**config.mk**
```make
export PLATFORM = sky130hd
export DESIGN_NAME = mem2_stage
export DESIGN_NICKNAME = d
export VERILOG_FILES = /design/src/rtl/mem2_stage.sv
export SDC_FILE = /design/constraint.sdc
export NUM_CORES = 1
export LEC_CHECK = 0
export ABC_AREA = 1
export CAP_MARGIN = 20
export CORE_MARGIN = 2
export CORE_UTILIZATION = 48
export DETAILED_ROUTE_END_ITERATION = 8
export GPL_ROUTABILITY_DRIVEN = 0
export PLACE_DENSITY = 0.94
export SYNTH_ARGS = -nofsm -noshare
export SYNTH_HDL_FRONTEND = slang
export SYNTH_SLANG_ARGS = --single-unit
```
**constraint.sdc**
```tcl
create_clock -name clk -period 16.43 [get_ports clk]
set_input_delay 4.1075 -clock clk [delete_from_list [all_inputs] [get_ports clk]]
set_output_delay 4.1075 -clock clk [all_outputs]
set_load 0.05 [all_outputs]
```
**src/rtl/mem2_stage.sv**
```systemverilog
// MEM2 stage of the dual-issue pipeline: waits for lane 0's data-SRAM load response,
// aligns/extends it, and hands both lanes to WB. Stale responses of flushed loads are absorbed.
module mem2_stage (
    input  logic        clk,
    input  logic        reset,
    input  logic [1:0]  m1s_to_m2s_valid,
    input  logic [31:0] m1s_pc_0,
    input  logic [31:0] m1s_pc_1,
    input  logic [4:0]  m1s_rd_0,
    input  logic [4:0]  m1s_rd_1,
    input  logic        m1s_reg_write_0,
    input  logic        m1s_reg_write_1,
    input  logic [31:0] m1s_result_0,
    input  logic [31:0] m1s_result_1,
    input  logic        m1s_mem_req_0,
    input  logic [2:0]  m1s_load_type_0,
    input  logic [1:0]  m1s_addr_lo_0,
    output logic        m2s_allowin,
    input  logic        data_sram_data_ok,
    input  logic [31:0] data_sram_rdata,
    input  logic        wbs_allowin,
    input  logic        m2s_flush,
    output logic [1:0]  m2s_to_wbs_valid,
    output logic [31:0] m2s_pc_0,
    output logic [31:0] m2s_pc_1,
    output logic [4:0]  m2s_rd_0,
    output logic [4:0]  m2s_rd_1,
    output logic        m2s_reg_write_0,
    output logic        m2s_reg_write_1,
    output logic [31:0] m2s_wdata_0,
    output logic [31:0] m2s_wdata_1,
    output logic        m2s_mem_wait
);

    typedef enum logic [1:0] {
        S_IDLE,
        S_WAIT,
        S_HAVE,
        S_DROP
    } load_state_t;

    localparam logic [2:0] LT_LB  = 3'd1;
    localparam logic [2:0] LT_LBU = 3'd2;
    localparam logic [2:0] LT_LH  = 3'd3;
    localparam logic [2:0] LT_LHU = 3'd4;

    logic [1:0]  valid_r;
    logic [31:0] pc_0_r, pc_1_r;
    logic [4:0]  rd_0_r, rd_1_r;
    logic        reg_write_0_r, reg_write_1_r;
    logic [31:0] result_0_r, result_1_r;
    logic        mem_req_0_r;
    logic [2:0]  load_type_0_r;
    logic [1:0]  addr_lo_0_r;
    logic [31:0] rdata_buf;

    load_state_t state, state_nxt;

    logic        valid_any;
    logic        resp_now;
    logic        ready_go;
    logic        pair_leaving;
    logic        capture_load;
    logic        buf_load;
    logic [31:0] load_src;
    logic [7:0]  load_byte;
    logic [15:0] load_half;
    logic [31:0] load_data;

    assign valid_any    = |valid_r;
    assign resp_now     = (state == S_WAIT) && data_sram_data_ok;
    assign ready_go     = !valid_any || !mem_req_0_r || (state == S_HAVE) || resp_now;
    assign m2s_allowin  = (state != S_DROP) && (!valid_any || (ready_go && wbs_allowin));
    assign pair_leaving = valid_any && ready_go && wbs_allowin;
    assign capture_load = m2s_allowin && m1s_to_m2s_valid[0] && m1s_mem_req_0;
    assign buf_load     = resp_now && !m2s_flush && !pair_leaving;

    // NOTE: next-state starts from a default so no path leaves it unassigned (no latch).
    always_comb begin
        state_nxt = state;
        case (state)
            S_IDLE: begin
                if (capture_load) state_nxt = S_WAIT;
            end
            S_WAIT: begin
                if (data_sram_data_ok) begin
                    if (m2s_flush || pair_leaving)
                        state_nxt = capture_load ? S_WAIT : S_IDLE;
                    else
                        state_nxt = S_HAVE;
                end else if (m2s_flush) begin
                    state_nxt = S_DROP;
                end
            end
            S_HAVE: begin
                if (m2s_flush || pair_leaving)
                    state_nxt = capture_load ? S_WAIT : S_IDLE;
            end
            S_DROP: begin
                if (data_sram_data_ok) state_nxt = S_IDLE;
            end
        endcase
    end

    // NOTE: all state updates use non-blocking assignments so every register samples pre-edge values.
    always_ff @(posedge clk or posedge reset) begin
        if (reset) begin
            state     <= S_IDLE;
            rdata_buf <= '0;
        end else begin
            state <= state_nxt;
            if (buf_load) rdata_buf <= data_sram_rdata;
        end
    end

    // Lane fields are zeroed for invalid lanes so nothing stale leaks into forwarding.
    always_ff @(posedge clk or posedge reset) begin
        if (reset) begin
            valid_r       <= '0;
            pc_0_r        <= '0;
            pc_1_r        <= '0;
            rd_0_r        <= '0;
            rd_1_r        <= '0;
            reg_write_0_r <= 1'b0;
            reg_write_1_r <= 1'b0;
            result_0_r    <= '0;
            result_1_r    <= '0;
            mem_req_0_r   <= 1'b0;
            load_type_0_r <= '0;
            addr_lo_0_r   <= '0;
        end else if (m2s_allowin) begin
            valid_r       <= m1s_to_m2s_valid;
            pc_0_r        <= m1s_to_m2s_valid[0] ? m1s_pc_0        : '0;
            rd_0_r        <= m1s_to_m2s_valid[0] ? m1s_rd_0        : '0;
            reg_write_0_r <= m1s_to_m2s_valid[0] && m1s_reg_write_0;
            result_0_r    <= m1s_to_m2s_valid[0] ? m1s_result_0    : '0;
            mem_req_0_r   <= m1s_to_m2s_valid[0] && m1s_mem_req_0;
            load_type_0_r <= m1s_to_m2s_valid[0] ? m1s_load_type_0 : '0;
            addr_lo_0_r   <= m1s_to_m2s_valid[0] ? m1s_addr_lo_0   : '0;
            pc_1_r        <= m1s_to_m2s_valid[1] ? m1s_pc_1        : '0;
            rd_1_r        <= m1s_to_m2s_valid[1] ? m1s_rd_1        : '0;
            reg_write_1_r <= m1s_to_m2s_valid[1] && m1s_reg_write_1;
            result_1_r    <= m1s_to_m2s_valid[1] ? m1s_result_1    : '0;
        end else if (m2s_flush) begin
            valid_r <= '0;
        end
    end

    // Response data bypasses the buffer in the cycle it arrives.
    assign load_src  = resp_now ? data_sram_rdata : rdata_buf;
    assign load_half = addr_lo_0_r[1] ? load_src[31:16] : load_src[15:0];

    always_comb begin
        load_byte = load_src[7:0];
        case (addr_lo_0_r)
            2'd0: load_byte = load_src[7:0];
            2'd1: load_byte = load_src[15:8];
            2'd2: load_byte = load_src[23:16];
            2'd3: load_byte = load_src[31:24];
        endcase
    end

    always_comb begin
        load_data = load_src;
        case (load_type_0_r)
            LT_LB:   load_data = {{24{load_byte[7]}}, load_byte};
            LT_LBU:  load_data = {24'b0, load_byte};
            LT_LH:   load_data = {{16{load_half[15]}}, load_half};
            LT_LHU:  load_data = {16'b0, load_half};
            default: load_data = load_src;
        endcase
    end

    assign m2s_to_wbs_valid = valid_r & {2{ready_go && !m2s_flush}};
    assign m2s_pc_0         = pc_0_r;
    assign m2s_pc_1         = pc_1_r;
    assign m2s_rd_0         = rd_0_r;
    assign m2s_rd_1         = rd_1_r;
    assign m2s_reg_write_0  = reg_write_0_r && valid_r[0];
    assign m2s_reg_write_1  = reg_write_1_r && valid_r[1];
    assign m2s_wdata_0      = mem_req_0_r ? load_data : result_0_r;
    assign m2s_wdata_1      = result_1_r;
    assign m2s_mem_wait     = valid_r[0] && mem_req_0_r && (state == S_WAIT) && !data_sram_data_ok;

endmodule

```
# Word level (Yosys, flattened, before mapping)
# Cells that the tools add are included.
# W data, S select, Z words.
[classes] reduce_logical=33 bitwise=1 n_mux=23 n_eq_ne=15
[ops] cell="$mux W32" count=6
[ops] cell="$pmux W32 S4" count=1
[ops] cell="$pmux W8 S4" count=1
[ops] cell="$logic_and A1 B1 Y1" count=18
[ops] cell="$mux W2" count=9
[ops] cell="$mux W16" count=1
[ops] cell="$mux W5" count=2
[ops] cell="$eq A2 B2 Y1 const B" count=4
[ops] cell="$pmux W2 S4" count=1
[ops] cell="$eq A3 B2 Y1 const B" count=2
[ops] cell="$ne A2 B2 Y1 const B" count=3
[ops] cell="$logic_not A1 Y1" count=5
[ops] cell="$logic_or A1 B1 Y1" count=5
[ops] cell="$eq A2 B1 Y1 const B" count=2
[ops] cell="$logic_not A2 Y1" count=2
[ops] cell="$reduce_and A4 Y1" count=1
[ops] cell="$eq A3 B1 Y1 const B" count=1
[ops] cell="$eq A3 B3 Y1 const B" count=1
[ops] cell="$mux W3" count=1
[ops] cell="$ne A3 B3 Y1 const B" count=1
[ops] cell="$and A2 B2 Y2" count=1
[ops] cell="$ne A2 B1 Y1 const B" count=1
[ops] cell="$reduce_bool A2 Y1" count=1
[ops] cell="$reduce_or A2 Y1" count=1
[ops] cell="$mux W1" count=1
[word_totals] regBits=182 out_inout_bits=144

# Depth between registers and ports, before layout
# Gate-level depths: netlist of run 1.
[depth] ltp_word=14 depth_mapped=13 depth_no_buf=11

# Least setup slack after synthesis of run 1
# OpenSTA, ideal clock, no wires.
[synth_path] path_kind="input-to-output" start="input data_sram_data_ok" end="output m2s_wdata_0[15]" n_path_buf=2 setup_slack_ns=6.639 arrival_time_ns=5.684 cell_stages=8 path_cell_list="nand3_4 -> buf_6 -> o21ai_2 -> nand2_2 -> nand4_2 -> nand3_4 -> buf_6 -> a21oi_1"
[synth_between] elab_chain_len=5
[synth_rtl] item="start, declared" line_no="19" text="input logic data_sram_data_ok,"
[synth_rtl] item="$logic_and A1 B1 Y1 (*)" line_no="71" text="assign resp_now = (state == S_WAIT) && data_sram_data_ok;"
[synth_rtl] item="$mux W32 (*)" line_no="150" text="assign load_src = resp_now ? data_sram_rdata : rdata_buf;"
[synth_rtl] item="$pmux W8 S4 or $mux W16 (tied branches)" line_no="155, 151"
[synth_rtl] item="$pmux W32 S4 (*)" line_no="165" text="case (load_type_0_r)"
[synth_rtl] item="$mux W32 (*)" line_no="181" text="assign m2s_wdata_0 = mem_req_0_r ? load_data : result_0_r;"
[synth_rtl] item="end, declared" line_no="30" text="output logic [31:0] m2s_wdata_0,"
# Mark *: on every way between the ends. The rest lies on a longest branch, timed or not.

# Worst setup path in the final report of run 1
[layout_path] start="input data_sram_data_ok" end="output m2s_allowin"
[layout_between] elab_chain_len=5
[layout_rtl] item="$logic_and A1 B1 Y1" line_no="71"
[layout_rtl] item="$logic_or A1 B1 Y1" line_no="72" text="assign ready_go = !valid_any || !mem_req_0_r || (state == S_HAVE) || resp_now;"
[layout_rtl] item="$logic_and A1 B1 Y1" line_no="73" text="assign m2s_allowin = (state != S_DROP) && (!valid_any || (ready_go && wbs_allowin));"
[layout_rtl] item="$logic_or A1 B1 Y1" line_no="73"
[layout_rtl] item="$logic_and A1 B1 Y1" line_no="73"
[layout_rtl] item="end, declared" line_no="18" text="output logic m2s_allowin,"
# Every way passes these cells.

==> results_dict.tcl, run 1 <==
set metrics [dict create \
    synth_fp_nets 1330 \
    clk_latency_ps 430 \
    ant_nets 0 \
    drv_cap 0 \
    grt_max_degree 144 \
    path_max_fanout 94 \
    power_density_nw_per_um2 217 \
    netlist.area_leader.share 0.514 \
    drive_gt1_frac 0.0473 \
    die_h_um 140 \
    grt.busiest_layer "met2" \
    ctsHoldBuffers 0 \
    crit_family "buffers and inverters" \
    whs_ps 484 \
    dpl.hpwl_mm 21.0 \
    cts-root-buf "clkbuf_16" \
    use_met2 0.483 \
    finalNetCount 1611 \
    reg2reg_from "mem_req_0_r" \
    vias_per_cell 5.34 \
    track_usage 0.300 \
    post-route-period-util 0.736 \
    drt_iter0_drc 894 \
    hold_violations 0 \
    timing.fmax_mhz 82.7 \
    synth_most_common_cell "nand2_1" \
    finalMaxSlewViolations 0 \
    yosysTopAreaCell "dfrtp_1" \
    ys_async_sr_fraction 1.00 \
    via_count 8912 \
    clockBufferDepth 2 \
    overflow 0 \
    grtUsageMet1 0.347 \
    rsz0062_at_grt "false" \
    die_x_um 140 \
    syn_inst 1145 \
    holdCritStartpoint "m2s_pc_1[30]" \
    design.core.area_um2 18000 \
    ys_top_cells_by_count "nand2_1, o21ai_0, dfrtp_1" \
    fp-row-count 49 \
    ys_ff_latch 182 \
    dr.pass1.iters 7 \
    crit_type "input port to output pin" \
    leakagePower_uw 0.00593 \
    cp-end-kind "output pin" \
    dieArea_um2 19600 \
    synth_ff_type "dfrtp_1" \
    worst_pin_slew_ps 932 \
    vdd_ir_drop_max_mv 0.177 \
    cts_tree "done" \
    setup-violations-final 0 \
    p_total_uw 2750 \
    cts.repair.resized 0 \
    status "complete, no violations" \
    clkSinkCount 182 \
    wl_per_cell_um 17.7 \
    yosys_warnings 0 \
    grt_pass1_vias 8627 \
    clk_pin_slew_worst_paths_ps 70 \
    initial_utilization 0.492 \
    crit_start "data_sram_data_ok" \
    synth_cell_type_count 26 \
    h-tree-depth 4 \
    crit_required_ps 12320 \
    cp-start-kind "input port" \
    worstPathCellList "clkdlybuf4s50_1 > nand3_4 > nand3_1 > nand2_1 > nand2_1 > nand2_4 > inv_2 > clkdlybuf4s50_1" \
    use_met3 0.0896 \
    finalSetupTns_ps 0 \
    antenna_found_initial 3 \
    port_buffers 328 \
    syn_avg_cell_area_um2 7.74 \
    hold_path_class "register to register" \
    pin_count 329 \
    synth-edff-count 0 \
    grt_pass1_wl_mm 45.8 \
    cp_slowest_stage_delay_ps 950 \
    period_needed_ps 12090 \
    cp_num_buf_inv 3 \
    routed_wl_mm 29.6 \
    post_cts_buffers 0 \
    yosysSeqAreaShare 0.514 \
    drc 0 \
    fin_skew_ps 12.9 \
    cts_buffers 17 \
    cp_slowest_cell "clkdlybuf4s50_1" \
    arrival_ps 7980 \
    area_growth_pct 43.1 \
    yosys-top-cells-area "dfrtp_1, nand2_1, o21ai_0" \
    synth_area_um2 8860 \
    timing.slew.headroom 0.379 \
]
[report_power, final]
part | internal [uW] | switching, uW
Combinational | 479 | 1140
Sequential | 627 | 108
Clock | 213 | 188
Total | 1320 | 1430
[cell families (layout without fill, tap and decap cells)]
kind of cell / after synthesis / after routing / share of synthesized area
buffers and inverters: 181 / 474 / 0.0913
other: 0 / 1 / 0
AND/OR/NAND/NOR: 529 / 529 / 0.250
flip-flops: 182 / 182 / 0.514
AO/OA/AOI/OAI: 253 / 253 / 0.144
[final timing paths]
kind                             endpoint  slack, ps  cells past startpoint
hold / removal               m2s_pc_1[30]        480                      2
hold reg to reg              m2s_pc_1[30]        480                      2
setup reg to reg              m2s_pc_0[8]      13000                     11
min in group asynchronous    m2s_pc_0[30]       4230                      2
setup / recovery              m2s_allowin       4340                      8
max in group asynchronous  m2s_wdata_1[0]      10720                      3
[placed cells by master (no fill, tap or decap), types with 2 or more instances in the layout]
cell type        Yosys  routed
nand2_1            424     423
clkdlybuf4s50_1      0     326
o21ai_0            195     195
dfrtp_1            182     182
inv_1              105     104
nand3_1             65      65
a21oi_1             37      37
clkbuf_16            0      17
nor2_1              16      16
o21ai_1             16      16
nand3_2             11      11
inv_6                0       5
buf_4                2       5
inv_8                0       4
inv_2                3       3
o21ai_2              3       3
nand2_2              3       3
clkinv_2             0       3
nand3_4              2       2
a31oi_1              2       2
nand3b_1             2       2
buf_2               20       2
[worst register-to-register path: stages, from the launching register on]
cell     delay (ps)
dfrtp_1         660
inv_1            80
buf_4           320
nor2_1          200
nand3_1          90
nand2_1          90
nand2_1         110
nand2_4         610
buf_4           590
buf_16          310
nand2_1         170
o21ai_0         110
[layout make-up]
cell class	count	area (um^2)
Inverter	108	413
Clock buffer	17	425
Sequential cell	182	4550
Clock inverter	14	139
Tap cell	229	287
Fill cell	1331	5340
Timing Repair Buffer	335	3360
Multi-Input combinational cell	782	3510
Antenna cell	1	2.50
[flip-flops by register name, indices dropped and copies added (netlist names)]
name,count
m2s_pc_0,32
m2s_rd_0,5
reg_write_1_r,1
mem_req_0_r,1
m2s_pc_1,32
state,2
m2s_wdata_1,32
result_0_r,32
load_type_0_r,3
addr_lo_0_r,2
m2s_rd_1,5
valid_r,2
rdata_buf,32
reg_write_0_r,1
[metrics by stage]
stage / setup WS (ps) / utilization / instances / instance area, um^2
global placement: 4410 / 0.670 / 1634 / 12100
detailed placement: 4350 / 0.670 / 1634 / 12100
finish: 4340 / 0.704 / 1668 / 12700
CTS: 4350 / 0.701 / 1665 / 12600
global route: 3990 / 0.704 / 1667 / 12700
floorplan: 6640 / - / 1145 / 8860
[layer usage]
layer,up-vias,routed length [um]
met2,517,14100
met4,0,2120
met1,4083,10500
li1,4191,-
met5,-,0
met3,121,2900
Note: power is estimated with default switching activity, not from simulation.
==> inputs of run 2 (changes only) <==
--- a/config.mk
+++ b/config.mk
@@ -8,10 +8,10 @@
 export ABC_AREA = 1
 export CAP_MARGIN = 20
 export CORE_MARGIN = 2
-export CORE_UTILIZATION = 48
+export CORE_UTILIZATION = 45
 export DETAILED_ROUTE_END_ITERATION = 8
 export GPL_ROUTABILITY_DRIVEN = 0
-export PLACE_DENSITY = 0.94
+export PLACE_DENSITY = 0.89
 export SYNTH_ARGS = -nofsm -noshare
 export SYNTH_HDL_FRONTEND = slang
 export SYNTH_SLANG_ARGS = --single-unit
==> constraint.sdc (replaced) <==
create_clock -name clk -period 12.3 [get_ports clk]
set_input_delay 3.075 -clock clk [delete_from_list [all_inputs] [get_ports clk]]
set_output_delay 3.075 -clock clk [all_outputs]
set_load 0.05 [all_outputs]
==> results_dict.tcl, run 2 (synthesis results as in run 1) <==
set metrics [dict create \
    status "complete, no violations" \
    wl_met2_mm 14.4 \
    die_x_um 144 \
    worstPathCellList "clkdlybuf4s50_1 > nand3_4 > o21ai_1 > nand2_1 > nand4_2 > nand3_4 > nand3_1 > nand2_1 > inv_1 > clkdlybuf4s50_1" \
    area_growth_pct 44.5 \
    wl_met3_mm 2.78 \
    clockBufferDepth 2 \
    ctsHoldBuffers 0 \
    cts_buffers 17 \
    fp-row-count 51 \
    design.core.area_um2 19400 \
    finalMaxSlewViolations 0 \
    antenna_found_initial 0 \
    die_h_um 144 \
    wl_per_cell_um 17.3 \
    ant_nets 0 \
    dieArea_um2 20800 \
    cp_slowest_cell "clkdlybuf4s50_1" \
    timing.fmax_mhz 107 \
    nFillCells 1581 \
    wl_met1_mm 10.6 \
    rsz0062_at_grt "false" \
    overflow 0 \
    cp_slowest_stage_delay_ps 800 \
    initial_utilization 0.457 \
    clk_pin_slew_worst_paths_ps 70 \
    setup-violations-final 0 \
    period_needed_ps 9370 \
    h-tree-depth 4 \
    fin_skew_ps 22.6 \
    cts-root-buf "clkbuf_16" \
    post_cts_buffers 0 \
    cp-end-kind "output pin" \
    crit_type "input port to output pin" \
    drive_gt1_frac 0.0492 \
    grt_max_degree 137 \
    timing.slew.headroom 0.410 \
    hold_path_class "register to register" \
    leakagePower_uw 0.00596 \
    layout_commonest_cell "nand2_1" \
    antenna_cells 0 \
    clk_latency_ps 440 \
    final_cell_mix "nand2_1, clkdlybuf4s50_1, o21ai_0, dfrtp_1, inv_1" \
    p_switching_uw 1930 \
    drc 0 \
    dr.pass1.iters 6 \
    power_switching_share 0.524 \
    finalSetupTns_ps 0 \
    port_buffers 328 \
    track_usage 0.278 \
    combPwrFrac 0.586 \
    dpl.hpwl_mm 21.4 \
    via_count 8870 \
    power_density_nw_per_um2 288 \
    drv_cap 0 \
    worst_pin_slew_ps 886 \
    post-route-period-util 0.762 \
    pwr-share-clk 0.149 \
    clkSinkCount 182 \
    grt_pass1_wl_mm 44.1 \
    top_layer "met4" \
    arrival_ps 6300 \
    final_util 0.660 \
    crit_required_ps 9220 \
    p_seq_frac 0.265 \
    drt_iter0_drc 852 \
    cp-start-kind "input port" \
    path_max_fanout 58 \
    vdd_ir_drop_max_mv 0.170 \
    internal_power_uw 1760 \
    cts.repair.resized 0 \
    finalNetCount 1614 \
    vias_per_cell 5.20 \
    routed_wl_mm 29.4 \
    cts_tree "done" \
    pin_count 329 \
    hold_violations 0 \
    grt_pass1_vias 8313 \
]
-- run 2: layout make-up --
type                            instances  area (um^2)  area share
Clock buffer                           18          429      0.0335
Clock inverter                         14          180      0.0141
Multi-Input combinational cell        782         3510       0.274
Timing Repair Buffer                  338         3390       0.265
Tap cell                              265          332      0.0259
Inverter                              108          413      0.0322
Sequential cell                       182         4550       0.356
-- run 2: critical path: cells and delay by family --
family | cells | cell delay [ps]
AO/OA/AOI/OAI | 1 | 440
AND/OR/NAND/NOR | 6 | 1290
buffers and inverters | 3 | 1460
-- run 2: metrics by stage --
step	total power (uW)	std cells	area, um^2	setup WS [ps]	hold WS (ps)
after floorplan	2420	1145	8860	4280	453
after global placement	3070	1672	12100	3100	465
after detailed placement	3120	1672	12100	2980	471
after CTS	3670	1704	12700	2980	490
after global routing	3870	1707	12800	2680	514
final	3680	1707	12800	2930	484
-- run 2: routing by layer --
metal,GRT usage,vias up
li1,-,4211
met1,0.327,4107
met2,0.461,460
met3,0.0801,92
met4,0.154,0
met5,0,-
-- run 2: power by group through the flow --
stage	sequential (uW)	combinational, uW	clock (uW)
2_1_floorplan	1430	982	0
3_3_place_gp	969	2110	0
3_5_place_dp	979	2140	0
4_1_cts	973	2140	557
5_1_grt	1010	2290	583
6_report	976	2160	551
-- run 2: worst paths after layout --
path / from / end / slack [ps] / cells after the start
max: data_sram_data_ok / m2s_wdata_0[9] / 2930 / 10
min: m2s_wdata_1[2] / m2s_wdata_1[2] / 480 / 2
max reg2reg: state[0] / m2s_wdata_1[11] / 9250 / 9
min reg2reg: m2s_wdata_1[2] / m2s_wdata_1[2] / 480 / 2
max in group asynchronous: reset / result_0_r[5] / 7960 / 4
min in group asynchronous: reset / m2s_pc_0[24] / 3170 / 2
